## src/rtl/periph_pkg.sv

```systemverilog
// Shared definitions for the memory-mapped timer peripheral: register
// indices, CTRL/STATUS bit positions and the run-state encoding.
package periph_pkg;

  localparam logic [3:0] REG_CTRL     = 4'd0;
  localparam logic [3:0] REG_PRESCALE = 4'd1;
  localparam logic [3:0] REG_RELOAD   = 4'd2;
  localparam logic [3:0] REG_COUNT    = 4'd3;
  localparam logic [3:0] REG_STATUS   = 4'd4;

  localparam int CTRL_EN     = 0;
  localparam int CTRL_AUTO   = 1;
  localparam int CTRL_IRQ_EN = 2;

  localparam int STATUS_EXP  = 0;

  typedef enum logic {
    IDLE = 1'b0,
    RUN  = 1'b1
  } state_t;

endpackage

```

## src/rtl/periph_prescaler.sv

```systemverilog
// Prescale divider: counts enabled cycles and emits a one-cycle tick when the
// count matches the programmed prescale value, then restarts from zero.
module periph_prescaler #(
  parameter int PRESCALE_WIDTH = 16
) (
  input  logic                      clock,
  input  logic                      reset,
  input  logic                      i_en,
  input  logic                      i_clr,
  input  logic [PRESCALE_WIDTH-1:0] i_prescale,
  output logic                      o_tick
);

  logic [PRESCALE_WIDTH-1:0] r_cnt;

  // Tick only while enabled, so a stopped timer never produces one.
  assign o_tick = i_en && (r_cnt == i_prescale);

  // Prescale counter: clear has priority; wraps naturally at full width.
  always_ff @(posedge clock) begin
    if (reset) begin
      r_cnt <= '0;
    end else if (i_clr) begin
      r_cnt <= '0;
    end else if (i_en) begin
      r_cnt <= o_tick ? '0 : r_cnt + 1'b1;
    end
  end

endmodule

```

## src/rtl/periph_timer.sv

```systemverilog
// Down-counting timer slave for the peripheral bus: prescaled count,
// one-shot or auto-reload, sticky expiry flag and a level IRQ.
module periph_timer
  import periph_pkg::*;
#(
  parameter int COUNT_WIDTH    = 32,
  parameter int PRESCALE_WIDTH = 16
) (
  input  logic        clock,
  input  logic        reset,
  input  logic        ce,
  input  logic        rw,
  input  logic [3:0]  address_reg,
  input  logic [31:0] data_in,
  output logic [31:0] data_out,
  output logic        irq
);

  state_t                    r_state;
  logic                      r_en;
  logic                      r_auto;
  logic                      r_irq_en;
  logic [PRESCALE_WIDTH-1:0] r_prescale;
  logic [COUNT_WIDTH-1:0]    r_reload;
  logic [COUNT_WIDTH-1:0]    r_count;
  logic                      r_exp;
  logic                      r_irq;

  logic w_wr;
  logic w_rd;
  logic w_wr_ctrl;
  logic w_wr_prescale;
  logic w_wr_reload;
  logic w_wr_count;
  logic w_wr_status;
  logic w_ctrl_stop;
  logic w_pre_en;
  logic w_pre_clr;
  logic w_tick;
  logic w_tick_eff;
  logic w_expire;
  logic w_exp_nxt;
  logic w_irq_en_nxt;

  assign w_wr          = ce & rw;
  assign w_rd          = ce & ~rw;
  assign w_wr_ctrl     = w_wr && (address_reg == REG_CTRL);
  assign w_wr_prescale = w_wr && (address_reg == REG_PRESCALE);
  assign w_wr_reload   = w_wr && (address_reg == REG_RELOAD);
  assign w_wr_count    = w_wr && (address_reg == REG_COUNT);
  assign w_wr_status   = w_wr && (address_reg == REG_STATUS);

  // A stop write freezes the prescaler on that very edge, discarding any tick.
  assign w_ctrl_stop = w_wr_ctrl && !data_in[CTRL_EN];
  assign w_pre_en    = (r_state == RUN) && !w_ctrl_stop;
  // Restart the prescale phase when starting from idle or when COUNT is loaded.
  assign w_pre_clr   = (w_wr_ctrl && data_in[CTRL_EN] && (r_state == IDLE)) || w_wr_count;

  periph_prescaler #(
    .PRESCALE_WIDTH(PRESCALE_WIDTH)
  ) u_prescaler (
    .clock      (clock),
    .reset      (reset),
    .i_en       (w_pre_en),
    .i_clr      (w_pre_clr),
    .i_prescale (r_prescale),
    .o_tick     (w_tick)
  );

  // A COUNT write on a tick cycle overrides the tick entirely.
  assign w_tick_eff   = w_tick && !w_wr_count;
  assign w_expire     = w_tick_eff && (r_count == '0);
  // Expiry set beats a software clear in the same cycle.
  assign w_exp_nxt    = w_expire || (r_exp && !(w_wr_status && data_in[STATUS_EXP]));
  assign w_irq_en_nxt = w_wr_ctrl ? data_in[CTRL_IRQ_EN] : r_irq_en;

  // Timer FSM and register file; bus writes are applied after tick handling so they win.
  always_ff @(posedge clock) begin
    if (reset) begin
      r_state    <= IDLE;
      r_en       <= 1'b0;
      r_auto     <= 1'b0;
      r_irq_en   <= 1'b0;
      r_prescale <= '0;
      r_reload   <= '0;
      r_count    <= '0;
      r_exp      <= 1'b0;
      r_irq      <= 1'b0;
    end else begin
      if (w_tick_eff) begin
        if (r_count != '0) begin
          r_count <= r_count - 1'b1;
        end else if (r_auto) begin
          r_count <= r_reload;
        end else begin
          r_en    <= 1'b0;
          r_state <= IDLE;
        end
      end
      r_exp    <= w_exp_nxt;
      r_irq_en <= w_irq_en_nxt;
      r_irq    <= w_exp_nxt && w_irq_en_nxt;
      if (w_wr_ctrl) begin
        r_en    <= data_in[CTRL_EN];
        r_auto  <= data_in[CTRL_AUTO];
        r_state <= data_in[CTRL_EN] ? RUN : IDLE;
      end
      if (w_wr_prescale) r_prescale <= data_in[PRESCALE_WIDTH-1:0];
      if (w_wr_reload)   r_reload   <= data_in[COUNT_WIDTH-1:0];
      if (w_wr_count)    r_count    <= data_in[COUNT_WIDTH-1:0];
    end
  end

  // Same-cycle read mux; drives zero when not selected so the bus OR works.
  always_comb begin
    data_out = '0;
    if (w_rd) begin
      case (address_reg)
        REG_CTRL: begin
          data_out[CTRL_EN]     = r_en;
          data_out[CTRL_AUTO]   = r_auto;
          data_out[CTRL_IRQ_EN] = r_irq_en;
        end
        REG_PRESCALE: data_out[PRESCALE_WIDTH-1:0] = r_prescale;
        REG_RELOAD:   data_out[COUNT_WIDTH-1:0]    = r_reload;
        REG_COUNT:    data_out[COUNT_WIDTH-1:0]    = r_count;
        REG_STATUS:   data_out[STATUS_EXP]         = r_exp;
        default:      data_out = '0;
      endcase
    end
  end

  assign irq = r_irq;

endmodule

```

## config.mk

```make
export PLATFORM = sky130hd
export DESIGN_NAME = periph_timer
export DESIGN_NICKNAME = d
export VERILOG_FILES = /design/src/rtl/periph_pkg.sv /design/src/rtl/periph_prescaler.sv /design/src/rtl/periph_timer.sv
export SDC_FILE = /design/constraint.sdc
export NUM_CORES = 1
export LEC_CHECK = 0
export CAP_MARGIN = 20
export CORE_ASPECT_RATIO = 1.1
export CORE_MARGIN = 2
export CORE_UTILIZATION = 56
export DETAILED_ROUTE_END_ITERATION = 8
export PLACE_DENSITY = 0.83
export RECOVER_POWER = 50
export SYNTH_ARGS = -nofsm -noshare
export SYNTH_HDL_FRONTEND = slang
export SYNTH_SLANG_ARGS = --single-unit
```

## constraint.sdc

```tcl
create_clock -name clock -period 4.7 [get_ports clock]
set_input_delay 1.41 -clock clock [delete_from_list [all_inputs] [get_ports clock]]
set_output_delay 1.41 -clock clock [all_outputs]
set_load 0.005 [all_outputs]
```

==> metrics.md <==
| Metric | Value |
|---|---|
| Setup Viol. Count Final | 0 |
| Worst Path Arrival | 3.21 ns |
| RR Endpoint | r_count[28]$_SDFFE_PP0P_ |
| Max-slew violation count | 0 |
| DR vias | 6437 |
| Critical path required time | 3.29 ns |
| Overall routed net length | 18660 um |
| First-pass GRT wire length | 29900 um |
| Antenna Nets Post-Route | 0 |
| Met1 WL | 7347 um |
| Wire length per cell | 18.93 um |
| Final Util | 70.16% |
| Initial antenna violation count | 0 |
| Root Driver | clkbuf_16 |
| Synthesis-stage register bit count | 101 |
| DRC violations left | 0 |
| RSZ-0062 raised after global routing | no |
| Worst path depth | 8 |
| Critical path's slowest cell | clkdlybuf4s50_1 |
| Hold WS | 0.4769 ns |
| Netlist cell types | 66 |
| Yosys warning count | 0 |
| Port buffer count | 72 |
| Final antenna diode count | 0 |
| H-tree levels | 3 |
| Syn Area/Cell | 7.618 sq um |
| Beginning of the worst register-to-register path | r_count[3]$_SDFFE_PP0P_ |
| Worst skew pair latency | 0.35 ns |
| Worst slew margin | 19.00% |
| DR WL met3 | 1716 um |
| Simple-Gate Fraction of Synth Area | 24.83% |
| Main flop type after synthesis | dfxtp_1 |
| Setup crit end kind | primary output |
| GRT overflow | 0 |
| Worst Setup EP | data_out[16] |
| Static leakage | 2.925 nW |
| Register area | 2022 sq um |
| Multi-input gate area | 3597 sq um |
| Starting DRT DRC Count | 818 |
| Largest net degree at the start of global routing | 73 |
| CTS Hold Bufs | 0 |
| Critical path class | in2out |
| Worst Path Max Fanout | 7 |
| Final Net Count | 881 |
| Buf/Inv on CP | 5 |
| Die Area | 11420 sq um |
| Ordered cell list for the critical path | clkdlybuf4s50_1, buf_6, nor4b_4, buf_4, buf_6, a22oi_1, nor2_1, clkdlybuf4s50_1 |
| Synthesized area | 5927 sq um |
| Clk_skew | 0.006418 ns |
| Synth-to-layout area growth | 22.46% |
| Routability cong. | 0.8886 |
| PnR Total Power | 2.023 mW |
| Max frequency | 0.2166 GHz |
| CTS tree | done |
| Num ports | 73 |
| Met2 Routed Length | 8859 um |
| Non-Filler Instances | 986 |
| Fraction of synthesized area in multiplexers | 4.222% |
| VDD IR-drop max | 0.0002358 V |
| DRT Pass-1 Iters | 8 |
| Asr flop ratio synth | 0% |
| CP max stage delay | 0.50 ns |
| GRT Overall Usage | 32.72% |
| Outcome | complete, no violations |
| PwrDens | 278.7 nW/um^2 |
| Vias in the first global route | 6168 |
| Core area | 10340 sq um |
| Final Cycle Share | 98.24% |
| Final hold vios | 0 |
| Worst-Margin Slew | 1.215 ns |
| Mapped Cells | 778 |
| Sink Count | 101 |
| Post-Synth Adder-Cell Area | 0.6333% |
| Number of fillers in the final layout | 864 |
| Largest family of logic cells by synthesized area | compound AO/OA/AOI/OAI gates |
| Post-synth EDFFs | 0 |
| Chip Height | 111.9 um |
| Row cnt | 39 |
| R2R cell count | 6 |
| Max cap viols | 0 |
| Clock tree buffer depth | 2 |
| CTS buffer count | 9 |
| Clock slew at the register clock pins of the worst setup and hold paths | 0.07 ns |
| DP Cell Count | 967 |
| Post-Syn Nets | 821 |
| Period minus WS final | 4.617 ns |
| Post-Synth XOR/XNOR Area | 5.024% |
| Cell family with most CP delay | buffers and inverters |
| Critical path launch point | address_reg[2] |
| Layout cell share with drive strength beyond 1 | 9.846% |
| Compound-Gate Fraction of Synth Area | 25.08% |
| Die Span X | 102.1 um |
| Worst R2R Setup Slack | 0.88 ns |
| Initial Utilization | 57.29% |
| CP Launch Type | primary input |
| Sequential fraction of the synthesis area | 34.11% |
| Worst Hold Class | reg2reg |
| Drt via density | 6.528 |
| Dpl hpwl | 12480 um |
| Top Metal Used | met4 |
-- synthesized netlist by cell type (all sizes together) (5+ instances only) --
cell type  instances  share of area (%)
o21ai             18                1.5
dfxtp            101                 34
nor4              24                2.5
a21oi             62                5.2
clkbuf            45                2.8
xor2              28                4.1
inv               27                1.7
or4                5               0.63
xnor2              6               0.89
buf               14                1.5
nor2              72                4.6
mux2i              7                1.2
o211ai             9                1.4
nand2            140                8.9
and2               6               0.63
nand4              9               0.95
a221oi            13                2.6
a2bb2oi            6               0.89
a211oi             9                1.1
nand2b             6               0.63
mux2              14                2.7
o22ai              9               0.95
nor3              24                2.0
a31oi             15                1.6
nand3             12                1.0
a22oi             31                3.9
-- layout by cell type, fill, tap and decap left out, types with 4 or more instances in the layout --
master,count
mux2_2,14
dfxtp_1,101
o211ai_1,8
xnor2_1,6
buf_6,4
clkbuf_16,9
a2bb2oi_1,6
a21oi_1,62
a221oi_2,6
nor4_1,23
and2_1,5
nand2b_1,6
nor3_1,22
a22oi_1,31
mux2i_1,7
nor2_1,70
nand3_1,11
buf_4,27
a211oi_1,8
clkdlybuf4s50_1,43
or4_1,5
xor2_1,28
a31oi_1,15
o21ai_0,18
dlymetal6s2s_1,22
dlygate4sd2_1,4
and3_1,4
inv_1,27
a221oi_1,7
nand2_1,140
nand4_1,9
o31ai_1,4
or3_1,4
o22ai_1,9
-- per-stage QoR --
step                      cell area, sq um  setup TNS (ns)  setup WS, ns
after global placement                6878        -0.05423      -0.02500
after floorplan                       5927               0        0.3298
final                                 7258               0       0.08284
after detailed placement              6878         -0.6761      -0.07928
after CTS                             7197               0      0.002537
after global routing                  7258               0       0.01088
-- worst min-delay path, cell delays in order, from the launching register on --
cell and delay [ns]:
dfxtp_1 0.32, nand2_1 0.05, a21oi_1 0.05
-- power by group --
| part | internal (mW) | switching, mW | total (mW) |
|---|---|---|---|
| Combinational | 0.175 | 0.263 | 0.438 |
| Clock | 0.375 | 0.336 | 0.711 |
| Sequential | 0.863 | 0.0109 | 0.874 |
| Total | 1.41 | 0.609 | 2.02 |
-- state kept, by name, summed over array words and instances (netlist names) --
signal             count
r_state                1
r_exp                  1
irq                    1
r_prescale            16
r_count               32
r_auto                 1
r_irq_en               1
r_reload              32
u_prescaler.r_cnt     16
-- worst min path at each step --
stage                                endpoint  cells after the start                      start
global placement    r_reload[12]$_SDFFE_PP0P_                      2  r_reload[12]$_SDFFE_PP0P_
finish              r_reload[15]$_SDFFE_PP0P_                      2  r_reload[15]$_SDFFE_PP0P_
detailed placement  r_reload[12]$_SDFFE_PP0P_                      2  r_reload[12]$_SDFFE_PP0P_
CTS                 r_reload[18]$_SDFFE_PP0P_                      2  r_reload[18]$_SDFFE_PP0P_
global route        r_reload[18]$_SDFFE_PP0P_                      2  r_reload[18]$_SDFFE_PP0P_
floorplan           r_reload[12]$_SDFFE_PP0P_                      2  r_reload[12]$_SDFFE_PP0P_
-- cells by family (layout without fill, tap and decap cells) --
logic type | after synthesis | in the layout
AO/OA/AOI/OAI | 212 | 212
XOR/XNOR | 34 | 34
adder cells (fa/ha/maj) | 3 | 3
buffers and inverters | 87 | 152
flip-flops | 101 | 101
multiplexers | 22 | 22
AND/OR/NAND/NOR | 319 | 319
-- layout make-up --
class	instances	area share (%)
clock buffer	11	3.344
tap	143	2.465
inverter	28	1.448
clock inverter	5	0.4999
multi-input combinational	590	49.56
timing repair buffer	108	14.83
sequential	101	27.86
-- per-layer routing --
metal  GRT usage, %  vias up
li1               -     2939
met1          41.63     3022
met2          51.54      400
met3          6.905       76
met4          17.51        0
met5              0        -
-- repair_timing --
| item | CTS | global route |
|---|---|---|
| gates resized for setup | 11 | 28 |
| gates cloned | 2 | 0 |
| endpoints found under the hold margin | 0 | 0 |
| buffers inserted | 1 | 0 |
| setup endpoints to repair | 29 | 29 |
| pin swaps | 1 | 3 |
No activity file was read; power rests on OpenSTA's default activity.
